### config.mk
export PLATFORM = sky130hd
export DESIGN_NAME = key_debounce_sync
export DESIGN_NICKNAME = d
export VERILOG_FILES = /design/src/rtl/key_debounce_sync.sv
export SDC_FILE = /design/constraint.sdc
export NUM_CORES = 1
export LEC_CHECK = 0
export ABC_AREA = 1
export BUFFER_PORTS_ARGS = -buffer_cell sky130_fd_sc_hd__buf_4
export CELL_PAD_IN_SITES_DETAIL_PLACEMENT = 1
export CELL_PAD_IN_SITES_GLOBAL_PLACEMENT = 1
export CORE_MARGIN = 2
export CORE_UTILIZATION = 40
export CTS_BUF_LIST = sky130_fd_sc_hd__clkbuf_8
export CTS_CLUSTER_DIAMETER = 200
export DETAILED_ROUTE_END_ITERATION = 12
export PLACE_DENSITY = 0.78
export SLEW_MARGIN = 30
export SYNTH_ARGS = -nofsm -noshare
export SYNTH_HDL_FRONTEND = slang
export SYNTH_SLANG_ARGS = --single-unit
### constraint.sdc
create_clock -name clk -period 1.7 [get_ports clk]
set_input_delay 0.255 -clock clk [delete_from_list [all_inputs] [get_ports clk]]
set_output_delay 0.255 -clock clk [all_outputs]
set_load 0.03 [all_outputs]
### src/rtl/key_debounce_sync.sv
// Button and switch conditioner: two-flop synchronizers, one debounce FSM per
// key, and a switch snapshot captured on every accepted press.
module key_debounce_sync #(
    parameter int unsigned NUM_BTN         = 2,
    parameter int unsigned DEBOUNCE_CYCLES = 500000,
    parameter int unsigned SW_W            = 16
) (
    input  logic               clk,
    input  logic               rst_n,
    input  logic [NUM_BTN-1:0] btn_raw_n,
    input  logic [SW_W-1:0]    sw_raw,
    output logic [NUM_BTN-1:0] btn_db_n,
    output logic [NUM_BTN-1:0] btn_press,
    output logic [NUM_BTN-1:0] btn_release,
    output logic [SW_W-1:0]    sw_sync,
    output logic [SW_W-1:0]    sw_snap,
    output logic [2:0]         snap_src
);

    localparam int unsigned      CNT_W    = $clog2(DEBOUNCE_CYCLES + 1);
    localparam logic [CNT_W-1:0] CNT_LAST = CNT_W'(DEBOUNCE_CYCLES - 1);
    localparam logic [CNT_W-1:0] CNT_ONE  = CNT_W'(1);

    typedef enum logic [1:0] {
        REL,
        PWAIT,
        PRS,
        RWAIT
    } state_e;

    logic [NUM_BTN-1:0] btn_meta_q, btn_meta_d;
    logic [NUM_BTN-1:0] btn_sync_q, btn_sync_d;
    logic [SW_W-1:0]    sw_meta_q, sw_meta_d;
    logic [SW_W-1:0]    sw_sync_q, sw_sync_d;

    state_e             state_q [NUM_BTN];
    state_e             state_d [NUM_BTN];
    logic [CNT_W-1:0]   cnt_q   [NUM_BTN];
    logic [CNT_W-1:0]   cnt_d   [NUM_BTN];

    logic [NUM_BTN-1:0] db_n_q, db_n_d;
    logic [NUM_BTN-1:0] press_q, press_d;
    logic [NUM_BTN-1:0] release_q, release_d;
    logic [SW_W-1:0]    snap_q, snap_d;
    logic [2:0]         src_q, src_d;
    logic               snap_taken;

    always_comb begin
        btn_meta_d = btn_raw_n;
        btn_sync_d = btn_meta_q;
        sw_meta_d  = sw_raw;
        sw_sync_d  = sw_meta_q;

        press_d    = '0;
        release_d  = '0;
        db_n_d     = db_n_q;
        snap_d     = snap_q;
        src_d      = src_q;
        snap_taken = 1'b0;

        for (int unsigned i = 0; i < NUM_BTN; i++) begin
            state_d[i] = state_q[i];
            cnt_d[i]   = cnt_q[i];

            // cnt holds the number of consecutive samples at the new level
            unique case (state_q[i])
                REL: begin
                    if (!btn_sync_q[i]) begin
                        state_d[i] = PWAIT;
                        cnt_d[i]   = CNT_ONE;
                    end
                end
                PWAIT: begin
                    if (btn_sync_q[i]) begin
                        state_d[i] = REL;
                        cnt_d[i]   = '0;
                    end else if (cnt_q[i] >= CNT_LAST) begin
                        state_d[i] = PRS;
                        cnt_d[i]   = '0;
                        press_d[i] = 1'b1;
                    end else begin
                        cnt_d[i]   = cnt_q[i] + CNT_ONE;
                    end
                end
                PRS: begin
                    if (btn_sync_q[i]) begin
                        state_d[i] = RWAIT;
                        cnt_d[i]   = CNT_ONE;
                    end
                end
                RWAIT: begin
                    if (!btn_sync_q[i]) begin
                        state_d[i]   = PRS;
                        cnt_d[i]     = '0;
                    end else if (cnt_q[i] >= CNT_LAST) begin
                        state_d[i]   = REL;
                        cnt_d[i]     = '0;
                        release_d[i] = 1'b1;
                    end else begin
                        cnt_d[i]     = cnt_q[i] + CNT_ONE;
                    end
                end
                default: begin
                    state_d[i] = REL;
                    cnt_d[i]   = '0;
                end
            endcase

            db_n_d[i] = (state_d[i] == REL) || (state_d[i] == PWAIT);

            // Lowest-index channel pressing this cycle owns the snapshot
            if (press_d[i] && !snap_taken) begin
                snap_taken = 1'b1;
                snap_d     = sw_sync_q;
                src_d      = 3'(i);
            end
        end
    end

    always_ff @(posedge clk or negedge rst_n) begin
        if (!rst_n) begin
            btn_meta_q <= '1;
            btn_sync_q <= '1;
            sw_meta_q  <= '0;
            sw_sync_q  <= '0;
            db_n_q     <= '1;
            press_q    <= '0;
            release_q  <= '0;
            snap_q     <= '0;
            src_q      <= '0;
            for (int unsigned i = 0; i < NUM_BTN; i++) begin
                state_q[i] <= REL;
                cnt_q[i]   <= '0;
            end
        end else begin
            btn_meta_q <= btn_meta_d;
            btn_sync_q <= btn_sync_d;
            sw_meta_q  <= sw_meta_d;
            sw_sync_q  <= sw_sync_d;
            db_n_q     <= db_n_d;
            press_q    <= press_d;
            release_q  <= release_d;
            snap_q     <= snap_d;
            src_q      <= src_d;
            for (int unsigned i = 0; i < NUM_BTN; i++) begin
                state_q[i] <= state_d[i];
                cnt_q[i]   <= cnt_d[i];
            end
        end
    end

    assign btn_db_n    = db_n_q;
    assign btn_press   = press_q;
    assign btn_release = release_q;
    assign sw_sync     = sw_sync_q;
    assign sw_snap     = snap_q;
    assign snap_src    = src_q;

    for (genvar g = 0; g < NUM_BTN; g++) begin : g_chk
        a_cnt_sat: assert property (@(posedge clk) disable iff (!rst_n)
            cnt_q[g] <= CNT_LAST);
        a_press_level: assert property (@(posedge clk) disable iff (!rst_n)
            btn_press[g] |-> !btn_db_n[g]);
    end

    a_pulse_excl: assert property (@(posedge clk) disable iff (!rst_n)
        (btn_press & btn_release) == '0);

endmodule
# [Word level (Yosys, flattened, before mapping)]
# Index checks and enable logic that the tools add are counted.
[totals] reg_bits=103 in_bits=20 out_inout_bits=41 elab_cells=81
[op_classes] n_addsub=2 n_lt_le_gt_ge=2 n_eq_ne=12 mux=41 reduce_logical=11
[ops] op="19-bit 2-to-1 mux" n=10
[ops] op="19-bit one-hot mux with 4 select lines" n=2
[ops] op="19-bit by 1-bit adder with 19-bit output, second input constant" n=2
[ops] op="19-bit greater-or-equal comparator, second input constant" n=2
[ops] op="16-bit 2-to-1 mux" n=2
[ops] op="2-bit 2-to-1 mux" n=12
[ops] op="2-bit one-hot mux with 4 select lines" n=2
[ops] op="1-bit 2-to-1 mux" n=11
[ops] op="2-bit by 1-bit equality test with 1-bit output, second input constant" n=4
[ops] op="2-bit equality test, second input constant" n=4
[ops] op="2-bit zero test" n=4
[ops] op="2-bit inequality test, second input constant" n=4
[ops] op="3-bit 2-to-1 mux" n=2
[ops] op="2-bit AND reduction" n=2
[ops] op="1-bit logical OR" n=2
[ops] op="2-bit nonzero test" n=1
[ops] op="1-bit logical AND" n=1
[ops] op="1-bit zero test" n=1

# [Depth between registers and ports, before layout]
[logic_depth] depth_word=8 depth_mapped=12 mapped_depth_nobuf=12

# [Worst setup path after synthesis]
# No wires, ideal clock.
[synth_timing] kind="reg-to-reg" start="register cnt_q[0] (netlist name)" end="register snap_q[10], in the netlist sw_snap[10]" setup_time_ns=0.118 arrival_time_ns=1.509 required_time_ns=1.582 slack_ns=0.074 stages_incl_launch_ff=12 path_buffers=1 synth_period_minus_slack_ns=1.626 cell_sequence="dfrtp_1 > ha_1 > nand2_2 > nor2_4 > nand2_1 > nor2_1 > nand2_1 > nand3_2 > nand3_4 > buf_2 > nand3_1 > nand2_1"
[synth_via] elab_chain_cells=6 elab_cells_between_ends=7 cone_classes="1 x order compare; 4 x mux; 2 x reduce/logical"
[synth_rtl] item="from (decl)" line="38" text="logic [CNT_W-1:0] cnt_q [NUM_BTN];"
[synth_rtl] item="from (signal, indexed assignment)" line="147" text="cnt_q[i] <= cnt_d[i];"
[synth_rtl] item="19-bit greater-or-equal comparator *" line="77" text="end else if (cnt_q[i] >= CNT_LAST) begin"
[synth_rtl] item="1-bit 2-to-1 mux *" line="77"
[synth_rtl] item="1-bit 2-to-1 mux *" line="74" text="if (btn_sync_q[i]) begin"
[synth_rtl] item="1-bit 2-to-1 mux *" line="66" text="unique case (state_q[i])"
[synth_rtl] item="1-bit logical AND *" line="112" text="if (press_d[i] && !snap_taken) begin"
[synth_rtl] item="16-bit 2-to-1 mux / 2-bit nonzero test (equally long branches)"
[synth_rtl] item="to (signal assigned)" line="143" text="snap_q <= snap_d;"
[synth_rtl] item="to (decl)" line="44" text="logic [SW_W-1:0] snap_q, snap_d;"
# Mark *: on every way between the ends. The rest lies on a longest branch, timed or not.
# A chain may end at the register's enable or synchronous reset.

# [Worst setup path after layout]
[layout_timing] start="register cnt_q[0] (netlist name)" end="register src_q[0], in the netlist snap_src[0]"
[layout_via] elab_chain_cells=6 elab_cells_between_ends=7 cone_classes="1 x order compare; 4 x mux; 2 x reduce/logical"
[layout_rtl] item="19-bit greater-or-equal comparator *" line="77"
[layout_rtl] item="1-bit 2-to-1 mux *" line="77"
[layout_rtl] item="1-bit 2-to-1 mux *" line="74"
[layout_rtl] item="1-bit 2-to-1 mux *" line="66"
[layout_rtl] item="1-bit logical AND *" line="112"
[layout_rtl] item="3-bit 2-to-1 mux / 2-bit nonzero test (equally long branches)"
[layout_rtl] item="to (signal assigned)" line="144" text="src_q <= src_d;"
[layout_rtl] item="to (decl)" line="45" text="logic [2:0] src_q, src_d;"
# Marked as above.

==> flow_summary.json <==
{
  "min-delay-start": "sw_meta_q[13]",
  "switching_share_pct": 27.8,
  "peakVddDrop_v": 0.000557,
  "clock_path_buffers": 2,
  "vias": 4068,
  "portBuffers": 58,
  "synth_edf_count": 0,
  "syn_to_final_growth_pct": 38.9,
  "synth_area_leaders": "dfrtp_1 54%, nand2_1 12%, inv_1 4.8%",
  "first_global_vias": 4218,
  "dieArea_sq_um": 11800,
  "cp_data_arrival_time_ps": 2280,
  "rsz0062_at_grt": "yes",
  "worstPathMaxFanout": 7,
  "fin_total_pwr_mw": 4.43,
  "grt-ovfl-total": 0,
  "slew_headroom_pct": 55.9,
  "cts_buffers": 9,
  "viasPerCell": 5.22,
  "finalInstanceArea_sq_um": 6090,
  "rr_startpoint": "cnt_q[0]",
  "start_util_pct": 40.8,
  "setup_violations": 60,
  "ys_warn_count": 0,
  "maxCapViolCount": 0,
  "grt_max_degree": 39,
  "async_reset_ff_share_pct": 100,
  "syn_area_sq_um": 4390,
  "hold_path_class": "register to register",
  "violations": "negative setup slack",
  "maxSlewViolCount": 0,
  "post-place-ws_ps": -97.2,
  "fin_crit_ps": 1960,
  "drt_iter0_drc": 261,
  "p_per_area_nw_per_um2": 728,
  "yosysMostFrequentCell": "nand2_1",
  "gp_congestion": 0.817,
  "ys.flop_type": "dfrtp_1",
  "die_x_um": 109,
  "firstDrtPassIters": 4,
  "drt_wl_total_um": 16000,
  "antenna_found_initial": 0,
  "timing.final.crit_share_pct": 116,
  "status": "finished, violations left",
  "dp_hpwl_um": 8810,
  "htreeDepth": 3,
  "cp-start-kind": "register",
  "pwr-share-clk_pct": 33.8,
  "crit_type": "register to register",
  "ys_types": 30,
  "p_leak_nw": 2.97,
  "final_net_count": 657,
  "syn_area_per_cell_sq_um": 8.86,
  "core-area_sq_um": 10700,
  "ys_seq_elements": 101,
  "fin_hold_ws_ps": 358,
  "track_usage_pct": 22.5,
  "rows": 38,
  "io_pins": 61,
  "die_height_um": 109,
  "clk_latency_ps": 380,
  "detail-route-antenna-nets": 0,
  "pwr-share-comb_pct": 9.4,
  "yosysTopAreaCell": "dfrtp_1",
  "finalWorstSetupSlack_ps": -264,
  "clkSinkCount": 101,
  "worst_pin_slew_ps": 660,
  "finClkSkew_ps": 13.6,
  "power_switching_mw": 1.23,
  "grt_first_pass_wirelength_um": 20400,
  "netlist_instances": 495,
  "wl_per_cell_um": 20.5,
  "worstPathRequired_ps": 2010,
  "layout-drive-gt1-share_pct": 33.8,
  "fill_cells": 1248,
  "cp-end-kind": "register",
  "cts_tree": "built",
  "finalHoldViolations": 0,
  "p_int_mw": 3.20,
  "synth_top_area_share_pct": 54.2,
  "drc": 0,
  "root_buffer": "clkbuf_8",
  "clkTransAtPathRegs_ps": 110,
  "p_seq_share_pct": 56.8,
  "fmax_mhz": 509,
  "crit_start": "cnt_q[0]",
  "dpl-instance-area_sq_um": 5280,
  "ys_seq_area_share_pct": 57.8,
  "synthTopCellsByCount": "143 x nand2_1, 95 x dfrtp_1, 56 x inv_1, 43 x nor2_1, 35 x nand3_1"
}
worst max-delay path, stage by stage (launching register included):
cell	delay (ps)
dfrtp_1	400
ha_2	210
nand2_2	80
nor2_4	130
nand2_1	70
nor2_1	150
nand2_2	90
nand3_4	150
nand3_4	170
buf_6	210
nand2_1	70
nand2_1	60
inv_1	90
power by group through the flow:
stage               logic [mW]  registers, mW  clock network [mW]
CTS                      0.384           2.51                1.50
global route             0.446           2.52                1.61
detailed placement       0.334           2.56                   0
finish                   0.415           2.52                1.50
floorplan               0.0863           2.59                   0
global placement         0.317           2.55                   0
worst paths after layout:
path	depth (start not counted)	endpoint	slack, ps
min in group asynchronous	2	cnt_q[15]	400
worst max-delay path	12	snap_src[0]	-260
worst min-delay path	0	sw_sync[13]	360
worst min register to register	0	sw_sync[13]	360
max in group asynchronous	3	btn_sync_q[0]	650
worst max register to register	12	snap_src[0]	-260
registers in the layout (all words and copies together) (netlist names), 4 cells and up:
signal,count
cnt_q,38
sw_meta_q,16
sw_snap,16
sw_sync,16
state_q,4
layout make-up:
type,count,area (sq um),share of cell area [%]
Tap cell,140,175,2.88
Clock inverter,6,56.3,0.924
Timing Repair Buffer,136,1130,18.6
Clock buffer,9,124,2.03
Antenna cell,1,2.50,0.0411
Inverter,59,226,3.72
Sequential cell,101,2540,41.6
Multi-Input combinational cell,328,1840,30.2
timing repair:
action	CTS	global route
resized for setup	16	66
hold buffers	19	0
pin swaps	3	22
setup buffers	11	7
setup endpoints to repair	28	47
endpoints found under the hold margin	50	0
cloned	0	2
metal layers:
layer,GRT usage (%),wire length (um)
met4,7.69,632
met1,25.9,5880
met3,4.18,478
met2,41.8,9000
met5,0,0
logic make-up (layout without fill, tap and decap cells):
logic type                 Yosys count  after routing  share of synthesized area (%)
AOI/OAI and AO/OA                   45             45                           5.42
xor gates and xnor gates            16             16                           3.20
adders and majority gates            2              2                          0.571
buffers and inverters               69            210                           6.59
DFF                                101            101                           57.8
other                                1              3                         0.0855
and+or+nand+nor                    261            263                           26.3
per-stage QoR:
stage	cells	util, %	TNS [ps]
CTS	770	53.9	-127
finish	780	56.7	-6520
global route	779	56.7	-11040
detailed placement	725	49.1	-1200
global placement	725	49.1	0
floorplan	496	-	0
cells in the final DEF, fill, tap and decap left out, drive strengths merged:
| master | count |
|---|---|
| a21oi | 6 |
| a31oi | 1 |
| buf | 117 |
| clkbuf | 9 |
| clkinv | 3 |
| clkinvlp | 1 |
| conb | 2 |
| dfrtp | 95 |
| dfstp | 6 |
| diode | 1 |
| dlygate4sd3 | 19 |
| ha | 2 |
| inv | 61 |
| nand2 | 150 |
| nand3 | 39 |
| nand4 | 13 |
| nor2 | 49 |
| nor3 | 12 |
| o21ai | 31 |
| o21bai | 2 |
| o22ai | 5 |
| xnor2 | 1 |
| xor2 | 15 |
Power figures use the tool's default switching activity.
